### config.mk
export PLATFORM = sky130hd
export DESIGN_NAME = sort_ctrl_flat
export DESIGN_NICKNAME = d
export VERILOG_FILES = /design/src/rtl/sort_pkg.sv /design/src/rtl/sort_ctrl_if.sv /design/src/rtl/sort_stage.sv /design/src/rtl/sort_ctrl.sv /design/src/flat_wrapper.sv
export SDC_FILE = /design/constraint.sdc
export NUM_CORES = 1
export LEC_CHECK = 0
export CORE_MARGIN = 2
export CORE_UTILIZATION = 53
export CTS_BUF_LIST = sky130_fd_sc_hd__clkbuf_4 sky130_fd_sc_hd__clkbuf_8 sky130_fd_sc_hd__clkbuf_16
export DETAILED_ROUTE_END_ITERATION = 6
export HOLD_SLACK_MARGIN = 0.03
export PLACE_DENSITY = 0.86
export SYNTH_ARGS = -nofsm -noshare
export SYNTH_HDL_FRONTEND = slang
export SYNTH_SLANG_ARGS = --single-unit
### constraint.sdc
create_clock -name i_clk -period 6.4 [get_ports i_clk]
set_input_delay 1.92 -clock i_clk [delete_from_list [all_inputs] [get_ports i_clk]]
set_output_delay 1.92 -clock i_clk [all_outputs]
set_load 0.05 [all_outputs]
### src/rtl/sort_pkg.sv
// Shared parameters and types for the sort_ctrl / sort_stage min-extraction sorter.
package sort_pkg;
  localparam int M  = 4;
  localparam int N  = 8;
  localparam int W  = $clog2(N);
  localparam int CW = $clog2(M + 1);

  typedef logic [N-1:0]         key_t;
  typedef logic [M-1:0][N-1:0]  chi_t;

  typedef enum logic [1:0] {IDLE, RUN, DRAIN} sort_ctrl_state_t;
endpackage

### src/rtl/sort_ctrl_if.sv
// Load / sorted-stream handshake bundle; master = key source and sink side, slave = sort_ctrl.
interface sort_ctrl_if;
  logic                i_valid;
  logic                o_ready;
  sort_pkg::chi_t      i_chi;
  logic                o_valid;
  logic                i_ready;
  sort_pkg::key_t      o_key;
  logic                o_last;
  logic                i_abort;
  logic                o_busy;

  modport master (
    output i_valid, i_chi, i_ready, i_abort,
    input  o_ready, o_valid, o_key, o_last, o_busy
  );

  modport slave (
    input  i_valid, i_chi, i_ready, i_abort,
    output o_ready, o_valid, o_key, o_last, o_busy
  );
endinterface

### src/rtl/sort_stage.sv
// Combinational min-extraction: returns the smallest key and the matrix with one copy of it removed.
module sort_stage
  import sort_pkg::*;
(
  input  chi_t i_chi,
  output key_t o_y_q,
  output chi_t o_chi
);
  localparam int IW = (M > 1) ? $clog2(M) : 1;

  logic [IW-1:0] min_idx;

  // A removed slot is filled with all-ones: it can only tie with a genuine maximum key,
  // and the controller extracts exactly M keys, so emitted values stay correct.
  always_comb begin
    min_idx = '0;
    o_y_q   = i_chi[0];
    for (int m = 1; m < M; m++) begin
      if (i_chi[m] < o_y_q) begin
        o_y_q   = i_chi[m];
        min_idx = IW'(m);
      end
    end
    o_chi          = i_chi;
    o_chi[min_idx] = '1;
  end
endmodule

### src/rtl/sort_ctrl.sv
// Loads one block of M keys, then emits them sorted one per cycle; first key two cycles after load.
// Output register holds key/valid/last while the sink stalls; each stall cycle pauses the iteration.
module sort_ctrl
  import sort_pkg::*;
(
  input  logic        i_clk,
  input  logic        i_rst_n,
  sort_ctrl_if.slave  bus
);
  localparam logic [CW-1:0] LAST_IDX = CW'(M - 1);

  sort_ctrl_state_t state_q, state_d;
  chi_t             chi_q, chi_d;
  logic [CW-1:0]    cnt_q, cnt_d;
  key_t             key_q, key_d;
  logic             vld_q, vld_d;
  logic             last_q, last_d;

  key_t             stage_y;
  chi_t             stage_chi;
  logic             adv;

  sort_stage u_stage (
    .i_chi (chi_q),
    .o_y_q (stage_y),
    .o_chi (stage_chi)
  );

  always_ff @(posedge i_clk or negedge i_rst_n) begin
    if (!i_rst_n) begin
      state_q <= IDLE;
      chi_q   <= '0;
      cnt_q   <= '0;
      key_q   <= '0;
      vld_q   <= 1'b0;
      last_q  <= 1'b0;
    end else begin
      state_q <= state_d;
      chi_q   <= chi_d;
      cnt_q   <= cnt_d;
      key_q   <= key_d;
      vld_q   <= vld_d;
      last_q  <= last_d;
    end
  end

  // adv depends only on registered valid and i_ready, never feeding o_valid/o_key combinationally.
  assign adv = !vld_q || bus.i_ready;

  always_comb begin
    state_d = state_q;
    chi_d   = chi_q;
    cnt_d   = cnt_q;
    key_d   = key_q;
    vld_d   = vld_q;
    last_d  = last_q;

    case (state_q)
      IDLE: begin
        if (bus.i_valid) begin
          chi_d   = bus.i_chi;
          cnt_d   = '0;
          state_d = RUN;
        end
      end
      RUN: begin
        if (adv) begin
          key_d  = stage_y;
          vld_d  = 1'b1;
          chi_d  = stage_chi;
          cnt_d  = cnt_q + CW'(1);
          last_d = (cnt_q == LAST_IDX);
          if (cnt_q == LAST_IDX) begin
            state_d = DRAIN;
          end
        end
      end
      DRAIN: begin
        if (bus.i_ready) begin
          vld_d   = 1'b0;
          last_d  = 1'b0;
          state_d = IDLE;
        end
      end
      default: state_d = IDLE;
    endcase

    if (bus.i_abort) begin
      state_d = IDLE;
      chi_d   = chi_q;
      vld_d   = 1'b0;
      last_d  = 1'b0;
      cnt_d   = '0;
    end
  end

  // Gated by reset so the source sees no readiness while the block is held in reset.
  assign bus.o_ready = i_rst_n && (state_q == IDLE);
  assign bus.o_busy  = (state_q != IDLE);
  assign bus.o_valid = vld_q;
  assign bus.o_key   = key_q;
  assign bus.o_last  = last_q;
endmodule
### src/flat_wrapper.sv
// flat-port wrapper written by rule: the top's interface ports become plain ports
module sort_ctrl_flat import sort_pkg::*;
  (i_clk, i_rst_n, bus_i_valid, bus_i_chi, bus_i_ready, bus_i_abort, bus_o_ready, bus_o_valid, bus_o_key, bus_o_last, bus_o_busy);
  sort_ctrl_if bus_i ();
  input  logic i_clk;
  input  logic i_rst_n;
  input wire logic [$bits(bus_i.i_valid)-1:0] bus_i_valid;
  input wire logic [$bits(bus_i.i_chi)-1:0] bus_i_chi;
  input wire logic [$bits(bus_i.i_ready)-1:0] bus_i_ready;
  input wire logic [$bits(bus_i.i_abort)-1:0] bus_i_abort;
  output wire logic [$bits(bus_i.o_ready)-1:0] bus_o_ready;
  output wire logic [$bits(bus_i.o_valid)-1:0] bus_o_valid;
  output wire logic [$bits(bus_i.o_key)-1:0] bus_o_key;
  output wire logic [$bits(bus_i.o_last)-1:0] bus_o_last;
  output wire logic [$bits(bus_i.o_busy)-1:0] bus_o_busy;
  assign bus_i.i_valid = bus_i_valid;
  assign bus_i.i_chi = bus_i_chi;
  assign bus_i.i_ready = bus_i_ready;
  assign bus_i.i_abort = bus_i_abort;
  assign bus_o_ready = bus_i.o_ready;
  assign bus_o_valid = bus_i.o_valid;
  assign bus_o_key = bus_i.o_key;
  assign bus_o_last = bus_i.o_last;
  assign bus_o_busy = bus_i.o_busy;
  sort_ctrl u_core (.i_clk(i_clk), .i_rst_n(i_rst_n), .bus(bus_i));
endmodule
# After elaboration in Yosys (flattened, before gate mapping)
# Index checks and enable logic that the tools add are counted.
dict set report word_totals {
  input_bits 37
  register_bits 47
  elab_cells 68
}
dict set report classes {
  n_lt_le_gt_ge 5
  eq_ne 9
  n_reduce_logical 14
  bitwise 2
  n_addsub 1
  mux 28
}
# op n
set ops {}
lappend ops {{$mux 32} 2}
lappend ops {{$pmux 32 s2} 1}
lappend ops {{$mux 8} 4}
lappend ops {{$or 32x32->32} 1}
lappend ops {{$lt 8x8->1} 3}
lappend ops {{$demux 8 s2} 1}
lappend ops {{$mux 2} 7}
lappend ops {{$mux 3} 3}
lappend ops {{$reduce_and 4->1} 2}
lappend ops {{$mux 1} 6}
lappend ops {{$ne 3x2->1 const B} 2}
lappend ops {{$ne 3x3->1 const B} 2}
lappend ops {{$pmux 2 s3} 1}
lappend ops {{$pmux 3 s2} 1}
lappend ops {{$reduce_and 3->1} 2}
lappend ops {{$reduce_bool 3->1} 2}
lappend ops {{$pmux 1 s2} 2}
lappend ops {{$reduce_bool 2->1} 2}
lappend ops {{$add 3x1->3 const B} 1}
lappend ops {{$eq 3x2->1 const B} 1}
lappend ops {{$lt 2x3->1 const B} 1}
lappend ops {{$eq 2x1->1 const B} 1}
lappend ops {{$eq 2x2->1 const B} 1}
lappend ops {{$ge 2x1->1 const B} 1}
lappend ops {{8 further kinds} 9}

# Longest topological paths before layout
# Gate-level depths: netlist (run 1).
dict set report depth {
  depth_word 13
  depth_mapped 28
  mapped_depth_nobuf 23
}

# Modules after synthesis
# Synthesis (run 1) repeated with hierarchy kept, for this count alone.
dict set report unflattened {
  cells_unflattened 331
  area_unflattened_um2 3584.7
}
# module area_per_inst_um2 n_inst seq_area_each_um2 cells_each
set by_module_without_submodules {}
lappend by_module_without_submodules {sort_ctrl 2368.5 1 1176.1 165}
lappend by_module_without_submodules {sort_stage 1216.2 1 0.0 166}

# Worst setup path after synthesis (run 1)
# No wires, ideal clock.
dict set report synth_path {
  path_kind {register -> register}
  start {register u_core.chi_q[7] (netlist bit)}
  end {register u_core.chi_q[24] (netlist bit)}
  path_buffers 4
  synth_period_minus_slack_ps 5487
  stages_incl_launch_ff 27
  arrival_ps 5421
  slack_ps 913
  path_cell_list {dfrtp_1 > inv_1 > ha_1 > and2_1 > a221oi_4 > o21a_1 > buf_6 > clkbuf_1 > a21oi_1 > ha_1 > a21oi_1 > o21ai_1 > a2111oi_0 > nor2_1 > or2_1 > buf_2 > buf_2 > o21ai_0 > ha_1 > a21oi_1 > nor2b_1 > o21ai_0 > nand2b_1 > nor3_1 > a31oi_1 > a21oi_2 > o22a_1}
}
dict set report synth_via {
  elab_chain_cells 13
  word_cells_on_any_way 16
  classes_between {order compare (5); mux (9); bitwise (1); reduce/logical (1)}
}
# item line_no
set synth_lines {}
lappend synth_lines {{from (decl)} sort_ctrl.sv:13} ;# chi_t chi_q, chi_d;
lappend synth_lines {{from (signal assigned)} sort_ctrl.sv:39} ;# chi_q <= chi_d;
lappend synth_lines {{$lt 8x8->1} sort_stage.sv:19} ;# if (i_chi[m] < o_y_q) begin
lappend synth_lines {{$mux 8} sort_stage.sv:19}
lappend synth_lines {{$lt 8x8->1} sort_stage.sv:19}
lappend synth_lines {{$mux 8} sort_stage.sv:19}
lappend synth_lines {{$lt 8x8->1} sort_stage.sv:19}
lappend synth_lines {{$mux 2 (*)} sort_stage.sv:19}
lappend synth_lines {{$lt 2x3->1 (not written as such) or $ge 2x1->1 (tied branches)} sort_stage.sv:25} ;# o_chi[min_idx] = '1;
lappend synth_lines {{$logic_and 1x1->1 (not written as such)} sort_stage.sv:25}
lappend synth_lines {{$mux 8 (not written as such)} sort_stage.sv:25}
lappend synth_lines {{$demux 8 s2 (*)} sort_stage.sv:25}
lappend synth_lines {{$or 32x32->32 (no source line) (*)} -}
lappend synth_lines {{$mux 32 (*)} sort_ctrl.sv:67} ;# if (adv) begin
lappend synth_lines {{$pmux 32 s2 (*)} sort_ctrl.sv:58} ;# case (state_q)
# Mark *: on every way between the ends. The rest lies on a longest branch, timed or not. The select of a mux whose other input is x is not followed.
# A chain may end at the register's enable or synchronous reset.

# Worst setup path in the final report (run 1)
dict set report layout_path {
  start {register u_core.chi_q[1] (netlist bit)}
  end {register u_core.key_q[4] (netlist: u_core.bus.o_key[4])}
}
dict set report layout_via {
  elab_chain_cells 6
}
# item line_no
set layout_lines {}
lappend layout_lines {{$lt 8x8->1} sort_stage.sv:19}
lappend layout_lines {{$mux 8 (*)} sort_stage.sv:19}
lappend layout_lines {{$lt 8x8->1} sort_stage.sv:19}
lappend layout_lines {{$mux 8 (*)} sort_stage.sv:19}
lappend layout_lines {{$lt 8x8->1} sort_stage.sv:19}
lappend layout_lines {{$mux 8 (*)} sort_stage.sv:19}
lappend layout_lines {{to (signal assigned)} sort_ctrl.sv:41} ;# key_q <= key_d;
lappend layout_lines {{to (decl)} sort_ctrl.sv:15} ;# key_t key_q, key_d;
# Mark *: on every way between the ends. The rest lies on a longest branch, timed or not.

==> run metrics, run 1 <==
status=completed; CTS Buf Count=5; Hold Vio Cnt, Final=0; CP peak stage delay=0.71 ns; Core ar.=5070 µm²; ordered cell list for the critical path=inv_1 -> ha_1 -> a2111oi_4 -> o21a_4 -> a21oi_1 -> ha_1 -> nand2_1 -> o21ai_1 -> nor2_1 -> a211oi_2 -> or2_1 -> o21ai_0 -> ha_1 -> a21oi_1 -> nor2b_1 -> o21ai_0 -> nand2b_1 -> nor3_1 -> a31oi_1 -> o211ai_1 -> a31oi_1; CP top delay family=compound AO/OA/AOI/OAI gates; Placed Area=3300 µm²; Post-Route WL=6.35 mm; Inst Count DP=379; ys async rst share=100%; DIE HEIGHT=76.4 µm; post-synthesis simple-gate area fraction=11.7%; synth cell count leaders=dfrtp_1, o22a_1, nor2_1; Nets=375; WP data required=6.61 ns; filler cell count=419; synthesized area per cell=10.3 µm²; Cell Area, Synth=2780 µm²; Worst-Margin Slew=0.855 ns; via count=2324; CTS tree=done; Worst Setup Path Type=flop to flop; CP max FO=18; Area Overhead vs Synth=22.2%; Synth area leaders=dfrtp_1, o22a_1, ha_1; Synth area leader=dfrtp_1; post-synthesis xor/xnor area fraction=0%; WP data arrival=6.05 ns; crit end category=flop; pin count of the biggest net entering global routing=48; fin area=3400 µm²; CP Launch Type=flop; fmax=0.171 GHz; Mapped Cells=271; Initial Util=54.8%; root buf cell=clkbuf_8; Clock Pin Slew Worst Setup and Hold Paths=0.08 ns; total track usage=23.0%; Bufs and invs on worst path=1; first-pass GRT wire length=10.9 mm; top-count cell post-synth=dfrtp_1; crit path time final=5.84 ns; Max clock buf depth=2; drt first pass iters=4; synth warn=0; Hold Worst Slack=0.493 ns; fin crit share=91.3%; GRT overflow=0; Post-Layout Cell Count=385; Residual DRC=0; dpl ws=-0.0263 ns; hold_sp=u_core.chi_q[4]; mux contribution to synthesized area=0.720%; Die X=76.4 µm; GP Congestion=0.850; Slew headroom=42.7%; post-synth cell types=50; main combinational cell family by area after synthesis=compound AO/OA/AOI/OAI gates; H-tree depth=2; final setup margin=0.557 ns; DR WL/cell=16.5 µm; number of synthesized flops with an enable pin=0; Synth Flop Type=dfrtp_1; Crit path top cell by count=ha_1; Setup Skew=0.00424 ns; Adder-Cell Fraction of Synth Area=9.90%; HPWL Detailed=4.82 mm; Core Rows=26; Final ANT Viol Nets=0; io pins=49; Compound-Gate Fraction of Synth Area=31.5%; syn_nets=330; vias in the first global route=2324; n_diodes=0; Final Setup Violations=0; Pins Over Slew Limit=0; via/cell ratio=6.04; Worst-Skew Late Latency=0.29 ns; RSZ-0062 raised after global routing=no; initial antenna violation count=0; max-cap violations=0; Hold WC Path Type=flop to flop; Yosys top cell area share=42.3%; Worst Setup SP=u_core.chi_q[1]; post-synthesis sequential area ratio=42.3%; Max stage delay cell, worst path=a31oi_1; Buffers on Ports=48; ratio of cells with drive above 1 in the final layout=7.30%; CTS sink cnt=47; worst r2r src=u_core.chi_q[1]; Die Area=5840 µm²; register bit count reported by yosys=47; DR iter-0 viols=151
-- logic make-up (layout without fill, tap and decap cells) --
group / count (synthesis) / count (layout)
AO/OA/AOI/OAI: 109 / 109
AND/OR/NAND/NOR: 67 / 67
flip-flops: 47 / 47
buffers and inverters: 24 / 68
adder cells (fa/ha/maj): 22 / 22
multiplexers: 2 / 2
-- cell type report --
type | instances | area (µm²) | area share (%)
multi-input combinational | 200 | 1520 | 44.7
sequential | 47 | 1180 | 34.6
timing repair buffer | 51 | 498 | 14.7
tap | 70 | 87.6 | 2.58
clock buffer | 6 | 76.3 | 2.25
inverter | 11 | 41.3 | 1.22
-- routing by layer --
layer  wire (µm)  up-vias  share of wire (%)  global-route usage, %
li1            -     1119                  -                      -
met2        3210       71                 51                   40.0
met4         106        0                1.7                   7.64
met3         270       13                4.3                   3.91
met5           0        -                  0                      0
met1        2760     1121                 43                   29.0
-- flip-flops by register name, indices dropped and copies added (netlist names) --
signal / cells
u_core.chi_q: 32
u_core.bus.o_key: 8
u_core.cnt_q: 3
u_core.state_q: 2
u_core.bus.o_last: 1
u_core.bus.o_valid: 1
-- worst paths after layout --
path                                       endpoint  slack (ns)  depth (start not counted)
min in group asynchronous           u_core.chi_q[9]        1.72                          2
worst max register to register  u_core.bus.o_key[4]        0.56                         21
max in group asynchronous       u_core.bus.o_key[7]        4.29                          2
worst max-delay path            u_core.bus.o_key[4]        0.56                         21
worst min-delay path                u_core.chi_q[4]        0.49                          1
worst min register to register      u_core.chi_q[4]        0.49                          1
-- timing repair --
item / in CTS / in global routing
endpoints found under the hold margin: 0 / 0
resized for setup: 1 / 5
hold buffers: 0 / 0
setup buffers: 0 / 0
endpoints found under the setup margin: 32 / 39
-- stage by stage --
step	setup TNS [ns]	utilization [%]
2_1_floorplan	0	-
3_3_place_gp	0	65.0
3_5_place_dp	-0.329	65.0
4_1_cts	0	66.6
5_1_grt	0	67.0
6_report	0	67.0
-- cell usage in the layout (no fill, tap or decap), types with 2 or more instances in the layout --
cell type / n
clkdlybuf4s50_1: 47
mux2i_1: 2
buf_4: 3
nor3_1: 5
a31oi_1: 9
o41ai_4: 2
inv_1: 11
nand2b_1: 5
o21ai_0: 19
ha_1: 22
dfrtp_1: 47
a21oi_1: 15
nor2b_1: 5
and2_1: 3
o22a_1: 32
o211ai_1: 9
nand2_1: 13
nand3b_1: 2
clkbuf_8: 5
o2111ai_1: 2
nor2_1: 25
o21a_1: 2
Power of run 1 is left out: the tool's default activity adds up to more than one toggle a clock period on the data nets, which glitch-free logic cannot reach.
==> run 2: changes to the inputs <==
--- a/config.mk
+++ b/config.mk
@@ -5,6 +5,7 @@
 export SDC_FILE = /design/constraint.sdc
 export NUM_CORES = 1
 export LEC_CHECK = 0
+export ABC_CLOCK_PERIOD_IN_PS = 6400
 export CORE_MARGIN = 2
 export CORE_UTILIZATION = 53
 export CTS_BUF_LIST = sky130_fd_sc_hd__clkbuf_4 sky130_fd_sc_hd__clkbuf_8 sky130_fd_sc_hd__clkbuf_16
==> results of run 2 <==
No change in the layout: final DEF, timing and power equal those of run 1.
Power of run 2 is left out for the same reason.
